[src/rtl/key_decoder_multi.sv]
// key_decoder_multi: maps received UART bytes onto NUM_KEYS logical keys via a
// configurable byte table. Each key gets a stretched hold level and a one-cycle
// press pulse. A last-key index strobe and an unmapped-byte strobe are also
// produced for the game FSM and menu logic.
//
// Ports:
//   clk            system clock
//   reset_n        asynchronous active-low reset
//   uart_data      received byte, qualified by uart_valid
//   uart_valid     one-cycle strobe, byte valid
//   key_hold       per-key stretched level (HOLD_CYCLES cycles after last match)
//   key_press      per-key one-cycle pulse
//   last_key_idx   index of most recently matched key
//   last_key_valid one-cycle strobe accompanying an update of last_key_idx
//   unknown_byte   one-cycle strobe, valid byte matched no key
module key_decoder_multi #(
  parameter int unsigned           NUM_KEYS     = 6,
  parameter logic [NUM_KEYS*8-1:0] KEY_CODES    = {8'h20, 8'h0D, 8'h64, 8'h61, 8'h73, 8'h77},
  parameter int unsigned           HOLD_CYCLES  = 5000,
  parameter int unsigned           CNT_W        = 16,
  parameter bit                    CASE_FOLD    = 1'b1,
  parameter bit                    REPEAT_PULSE = 1'b0,
  parameter int unsigned           IDX_W        = 4
) (
  input  logic                clk,
  input  logic                reset_n,
  input  logic [7:0]          uart_data,
  input  logic                uart_valid,
  output logic [NUM_KEYS-1:0] key_hold,
  output logic [NUM_KEYS-1:0] key_press,
  output logic [IDX_W-1:0]    last_key_idx,
  output logic                last_key_valid,
  output logic                unknown_byte
);

  localparam logic [CNT_W-1:0] HOLD_LOAD = CNT_W'(HOLD_CYCLES);

  // Reject a hold length the counter cannot represent.
  if (64'(HOLD_CYCLES) >= (64'd1 << CNT_W)) begin : g_hold_range_err
    $error("key_decoder_multi: HOLD_CYCLES must be < 2**CNT_W");
  end

  logic [CNT_W-1:0]    cnt      [NUM_KEYS];
  logic [CNT_W-1:0]    cnt_next [NUM_KEYS];
  logic [7:0]          folded;
  logic                hit;
  logic [IDX_W-1:0]    win_idx;
  logic [NUM_KEYS-1:0] win_oh;
  logic [NUM_KEYS-1:0] hold_next;
  logic [NUM_KEYS-1:0] press_next;

  // Case fold and priority match: scanning downward lets the lowest index win.
  always_comb begin
    folded  = uart_data;
    hit     = 1'b0;
    win_idx = '0;
    win_oh  = '0;
    if (CASE_FOLD && (uart_data >= 8'h41) && (uart_data <= 8'h5A)) begin
      folded = uart_data + 8'h20;
    end
    for (int i = int'(NUM_KEYS) - 1; i >= 0; i--) begin
      if (uart_valid && (folded == KEY_CODES[i*8 +: 8])) begin
        hit       = 1'b1;
        win_idx   = IDX_W'(i);
        win_oh    = '0;
        win_oh[i] = 1'b1;
      end
    end
  end

  // Per-key counter next state; hold level is derived from the next count.
  always_comb begin
    for (int i = 0; i < int'(NUM_KEYS); i++) begin
      cnt_next[i] = cnt[i];
      if (win_oh[i]) begin
        cnt_next[i] = HOLD_LOAD;
      end else if (cnt[i] != '0) begin
        cnt_next[i] = cnt[i] - CNT_W'(1);
      end
      hold_next[i]  = (cnt_next[i] != '0);
      // key_hold here is the registered level seen during the match cycle.
      press_next[i] = win_oh[i] && (REPEAT_PULSE || !key_hold[i]);
    end
  end

  // State and output registers.
  always_ff @(posedge clk or negedge reset_n) begin
    if (!reset_n) begin
      for (int i = 0; i < int'(NUM_KEYS); i++) begin
        cnt[i] <= '0;
      end
      key_hold       <= '0;
      key_press      <= '0;
      last_key_idx   <= '0;
      last_key_valid <= 1'b0;
      unknown_byte   <= 1'b0;
    end else begin
      for (int i = 0; i < int'(NUM_KEYS); i++) begin
        cnt[i] <= cnt_next[i];
      end
      key_hold       <= hold_next;
      key_press      <= press_next;
      if (hit) begin
        last_key_idx <= win_idx;
      end
      last_key_valid <= hit;
      unknown_byte   <= uart_valid && !hit;
    end
  end

endmodule
[config.mk]
export PLATFORM = sky130hd
export DESIGN_NAME = key_decoder_multi
export DESIGN_NICKNAME = d
export VERILOG_FILES = /design/src/rtl/key_decoder_multi.sv
export SDC_FILE = /design/constraint.sdc
export NUM_CORES = 1
export LEC_CHECK = 0
export ABC_AREA = 1
export CORE_ASPECT_RATIO = 0.9
export CORE_UTILIZATION = 55
export DETAILED_ROUTE_END_ITERATION = 16
export PLACE_DENSITY = 0.84
export SLEW_MARGIN = 20
export SYNTH_ARGS = -nofsm -noshare
export SYNTH_HDL_FRONTEND = slang
export SYNTH_SLANG_ARGS = --single-unit
[constraint.sdc]
create_clock -name clk -period 6 [get_ports clk]
set_clock_uncertainty 0.2 [all_clocks]
set_input_delay 1.2 -clock clk [delete_from_list [all_inputs] [get_ports clk]]
set_output_delay 1.2 -clock clk [all_outputs]
set_load 0.05 [all_outputs]
======== Word level (Yosys, flattened, before mapping) ========
Index checks and enable logic that the tools add are counted.
storage, ports and cells
  memory bits (writable) .................. 0
  flip-flop bits (word level) ............. 114
  bits in latches ......................... 0
  bits in read-only memories .............. 0
  bits of input ports ..................... 11
  output and inout port bits .............. 18
  memories kept ........................... 0
  word-level logic and storage cells ...... 90
operators by class
  order comparisons ....................... 2
  add/subtract/negate cells ............... 7
  multiply operators ...................... 0
  shift-type cells ........................ 0
  reductions and logical operators ........ 33
  equality and inequality tests ........... 6
  divide/modulo/power cells ............... 0
  mux-type cells .......................... 31
  bitwise logic cells ..................... 0
operator list
  operator               number
  $mux 16                12
  $reduce_bool 16->1     12
  $sub 16x1->16 const B  6
  $mux 6                 6
  $eq 8x7->1 const B     4
  $logic_and 1x1->1      14
  $mux 4                 3
  $mux 3                 3
  $add 8x6->8 const B    1
  $eq 8x4->1 const B     1
  $eq 8x6->1 const B     1
  $ge 8x7->1 const B     1
  $le 8x7->1 const B     1
  $mux 8                 1
  $logic_not 1->1        7
  $mux 1                 6

======== Logic depth before layout (Yosys ltp) ========
  word-level depth ........................ 13
  gate-level depth with buffers ........... 15
  mapped depth without buffers ............ 14

======== Worst setup path before layout ========
OpenSTA, ideal clock, no wires.
  path type ............................... input-to-reg
  from .................................... input port uart_data[5]
  to ...................................... register key_hold[5]
  data required time ...................... 5681 ps
  setup time .............................. 119 ps
  arrival time ............................ 2519 ps
  path buffers ............................ 1
  cell stages on the path ................. 12
  slack ................................... 3163 ps
  cells stage by stage .................... ha_1 -> nor2_1 -> nand3_2 -> nand2_4 -> nand3_2 -> nor2_4 -> buf_6 -> nor2_2 -> nor2_2 -> nand2_1 -> nor2_1 -> nand2_1
RTL lines
  item                  RTL line  RTL
  from (decl)           27        input logic [7:0] uart_data,
  to (signal assigned)  101       key_hold <= hold_next;
  to (decl)             29        output logic [NUM_KEYS-1:0] key_hold,

======== Final worst setup path ========
  from .................................... input port uart_data[6]
  to ...................................... register key_hold[5]
between the ends
  longest elaborated chain between the ends .. 13
  elaborated cells on any way between the ends .. 25
  those cells by class .................... add/sub (1); order compare (2); eq/ne (6); mux (8); reduce/logical (8)
RTL lines
  item                                             RTL line  RTL
  $ge 8x7->1 / $le 8x7->1 (equally long branches)  58        if (CASE_FOLD && (uart_data >= 8'h41) && (uart_data <= 8'h5A)) begin
  $logic_and 1x1->1                                58
  $mux 8 *                                         58
  $eq 8x6->1                                       62        if (uart_valid && (folded == KEY_CODES[i*8 +: 8])) begin
  $logic_and 1x1->1                                62
  $mux 6 (5 in series)                             62
  $mux 6 *                                         62
  $mux 16 *                                        75        if (win_oh[i]) begin
  $reduce_bool 16->1 *                             80        hold_next[i] = (cnt_next[i] != '0);
  net hold_next[5]                                 49        logic [NUM_KEYS-1:0] hold_next;
The timed path passes the listed nets; every way through them passes the cells marked *.
A chain may end at the register's enable or synchronous reset.

==> flow_metrics.py <==
metrics = {
    "outcome": {
        "status": "completed",
    },
    "route": {
        "wl_um": 15900,
        "drtIter0Drc": 468,
        "vias_per_cell": 5.28,
        "num_vias": 6246,
        "drt_pre_antenna_iters": 5,
        "ant_nets": 0,
        "drc": 0,
        "wire_per_inst_um": 13.4,
    },
    "critical_path": {
        "path_cells": "clkdlybuf4s50_1 > ha_1 > nor2_1 > nand3_2 > nand2_4 > nand3_2 > nor2_4 > inv_2 > nand3_1 > nand4_1 > nor2_1 > nand2_1",
        "critPathCaptureType": "flip-flop",
        "worstPathRequired_ps": 6110,
        "worstSetupStartpointType": "primary input",
        "crit_type": "primary input to flip-flop",
        "arrival_ps": 3460,
        "max_stage_delay_ps": 590,
        "slowest_stage": "clkdlybuf4s50_1",
        "crit_fanout": 12,
    },
    "synthesis": {
        "synth-edff-count": 0,
        "syn_area_um2": 7040,
        "synth_cell_types": 39,
        "synth_top_area_cell": "dfrtp_1",
        "synth_area_leaders": "dfrtp_1 40%, nand2_1 12%, nor2_1 10%",
        "yosys-top-cells-count": "232 x nand2_1, 190 x nor2_1, 147 x inv_1",
        "netlist.area_leader.share_pct": 40.1,
        "synthCells": 976,
        "ys_seq_area_share_pct": 40.1,
        "async_flop_share_pct": 100,
        "ys_ff_latch": 113,
        "yosys_warnings": 0,
        "synth-main-ff-cell": "dfrtp_1",
        "syn-num-nets": 1000,
        "syn_avg_cell_area_um2": 7.22,
        "synth_most_common_cell": "nand2_1",
    },
    "floorplan": {
        "coreArea_um2": 12300,
        "die-area_um2": 13300,
        "ios": 29,
        "fp-row-count": 38,
        "initial_core_util_pct": 57.4,
        "fp.dieH_um": 109,
        "fp.dieW_um": 121,
    },
    "global_route": {
        "grt_pass1_vias": 5883,
        "grt_pass1_wl_um": 26800,
        "grt_max_degree": 69,
        "grt_use_total_pct": 26.2,
        "antenna_found_initial": 0,
        "grt-ovfl-total": 0,
    },
    "finish": {
        "fin_nets": 1034,
        "synthToLayoutAreaGrowth_pct": 14.4,
        "seq_area_um2": 2830,
        "drive_gt1_share_pct": 8.90,
        "nFillCells": 1027,
        "multiInputGateArea_um2": 3530,
        "final_util_pct": 65.7,
        "n_antenna_cell": 0,
    },
    "timing": {
        "setup_ws_ps": 2640,
        "hold_violations": 0,
        "period_share_pct": 55.9,
        "clock.fmax_ghz": 0.298,
        "rsz0062_at_grt": "false",
        "slew_headroom_pct": 42.6,
        "slew_violations": 0,
        "layout_min_cycle_time_ps": 3360,
        "tightest_slew_ps": 861,
        "setup_tns_ps": 0,
        "setup_viol": 0,
    },
    "run": {
        "cap_violations": 0,
    },
    "clocking": {
        "numClockSinks": 113,
        "h-tree-depth": 4,
        "ctsLongestPathBuffers": 2,
        "root_buffer": "clkbuf_16",
        "cts_buffers": 17,
        "cts_resized": 0,
        "cts_setup_buffers": 0,
        "clkTransAtPathRegs_ps": 60,
        "clk_latency_ps": 420,
        "cts_tree": "done",
        "cts_hold_buf": 0,
    },
    "power": {
        "powerDensity_nw_per_um2": 378,
        "p_leak_nw": 4.09,
        "ir_drop_mv": 0.230,
    },
    "placement": {
        "port_buffers": 27,
        "gp_congestion": 0.941,
        "dp.final_hpwl_um": 11000,
        "dp_slack_ps": 2260,
    },
    "hold_path": {
        "min_path_type": "flip-flop to flip-flop",
    },
}
-- placed cells by master, fill, tap and decap left out, types with 2 or more instances in the layout --
cell type	n
nor3_2	3
nand2_2	7
nand3_2	6
bufinv_16	4
nand4_2	2
nor2_4	4
nand4_1	16
inv_2	7
clkinv_2	2
xor2_1	47
nor2_2	7
dfrtp_1	113
inv_1	147
nor4_1	9
nand2_1	232
clkinvlp_4	3
nor2_1	190
nor3_1	22
clkbuf_1	2
ha_1	13
clkbuf_16	17
nand2_4	5
xnor2_1	15
a21oi_2	2
a21oi_1	16
buf_4	2
nand3_4	2
nand3_1	57
clkdlybuf4s50_1	26
o21ai_0	18
clkbuf_8	4
nand3b_1	2
or2_2	11
-- area by class of cell --
| class | count | area share, % |
|---|---|---|
| clock buffer | 23 | 6.06 |
| clock inverter | 9 | 1.89 |
| inverter | 154 | 7.18 |
| multi-input combinational | 696 | 43.9 |
| sequential | 113 | 35.1 |
| tap | 160 | 2.48 |
| timing repair buffer | 28 | 3.42 |
-- worst max-delay path: cells and delay by family --
| kind | cells | cell delay, ps |
|---|---|---|
| adders and majority gates | 1 | 280 |
| buffers and inverters | 2 | 770 |
| and+or+nand+nor | 9 | 1210 |
-- per-stage QoR --
stage | cells | power, mW | hold WS, ps | area (µm²)
3_5_place_dp | 1151 | 1.94 | 229 | 7420
4_1_cts | 1183 | 3.05 | 234 | 8060
6_report | 1183 | 3.04 | 233 | 8060
2_1_floorplan | 976 | 1.74 | 314 | 7040
5_1_grt | 1183 | 3.25 | 245 | 8060
3_3_place_gp | 1151 | 1.91 | 225 | 7420
-- metal layers --
metal	up-vias	routed length, µm	GRT usage (%)
met5	-	0	0
met4	0	238	8.47
met3	19	1010	6.74
met2	219	7800	44.0
met1	2936	6860	33.1
li1	3072	-	-
-- worst paths after layout --
check | from | to | slack [ps] | cells after the start
worst max-delay path | uart_data[6] | key_hold[5] | 2640 | 12
worst min-delay path | key_hold[4] | key_press[4] | 230 | 1
worst max register to register | cnt[16] | key_hold[4] | 3370 | 11
worst min register to register | key_hold[4] | key_press[4] | 230 | 1
max in group asynchronous | reset_n | cnt[66] | 3790 | 2
min in group asynchronous | reset_n | cnt[94] | 700 | 1
-- state kept, by name (all words and copies together), names as in the netlist --
name / cells
key_press: 6
cnt: 96
last_key_idx: 3
last_key_valid: 1
key_hold: 6
unknown_byte: 1
-- cells by family (layout without fill, tap and decap cells) --
kind of cell	Yosys count	in the layout	share of synthesized area (%)
simple gates	580	580	37.0
buf+inv	167	214	9.66
flops	113	113	40.1
xor+xnor	62	62	7.71
compound gates	40	40	3.09
fa+ha+maj	13	13	2.31
other cells	1	1	0.0532
-- power by group --
group          leakage (nW)  switching (mW)  internal [mW]
clock                 0.305           0.351          0.737
sequential             1.31           0.180          0.937
combinational          2.48           0.525          0.312
total                  4.09            1.06           1.99
No activity file was read; power rests on OpenSTA's default activity.
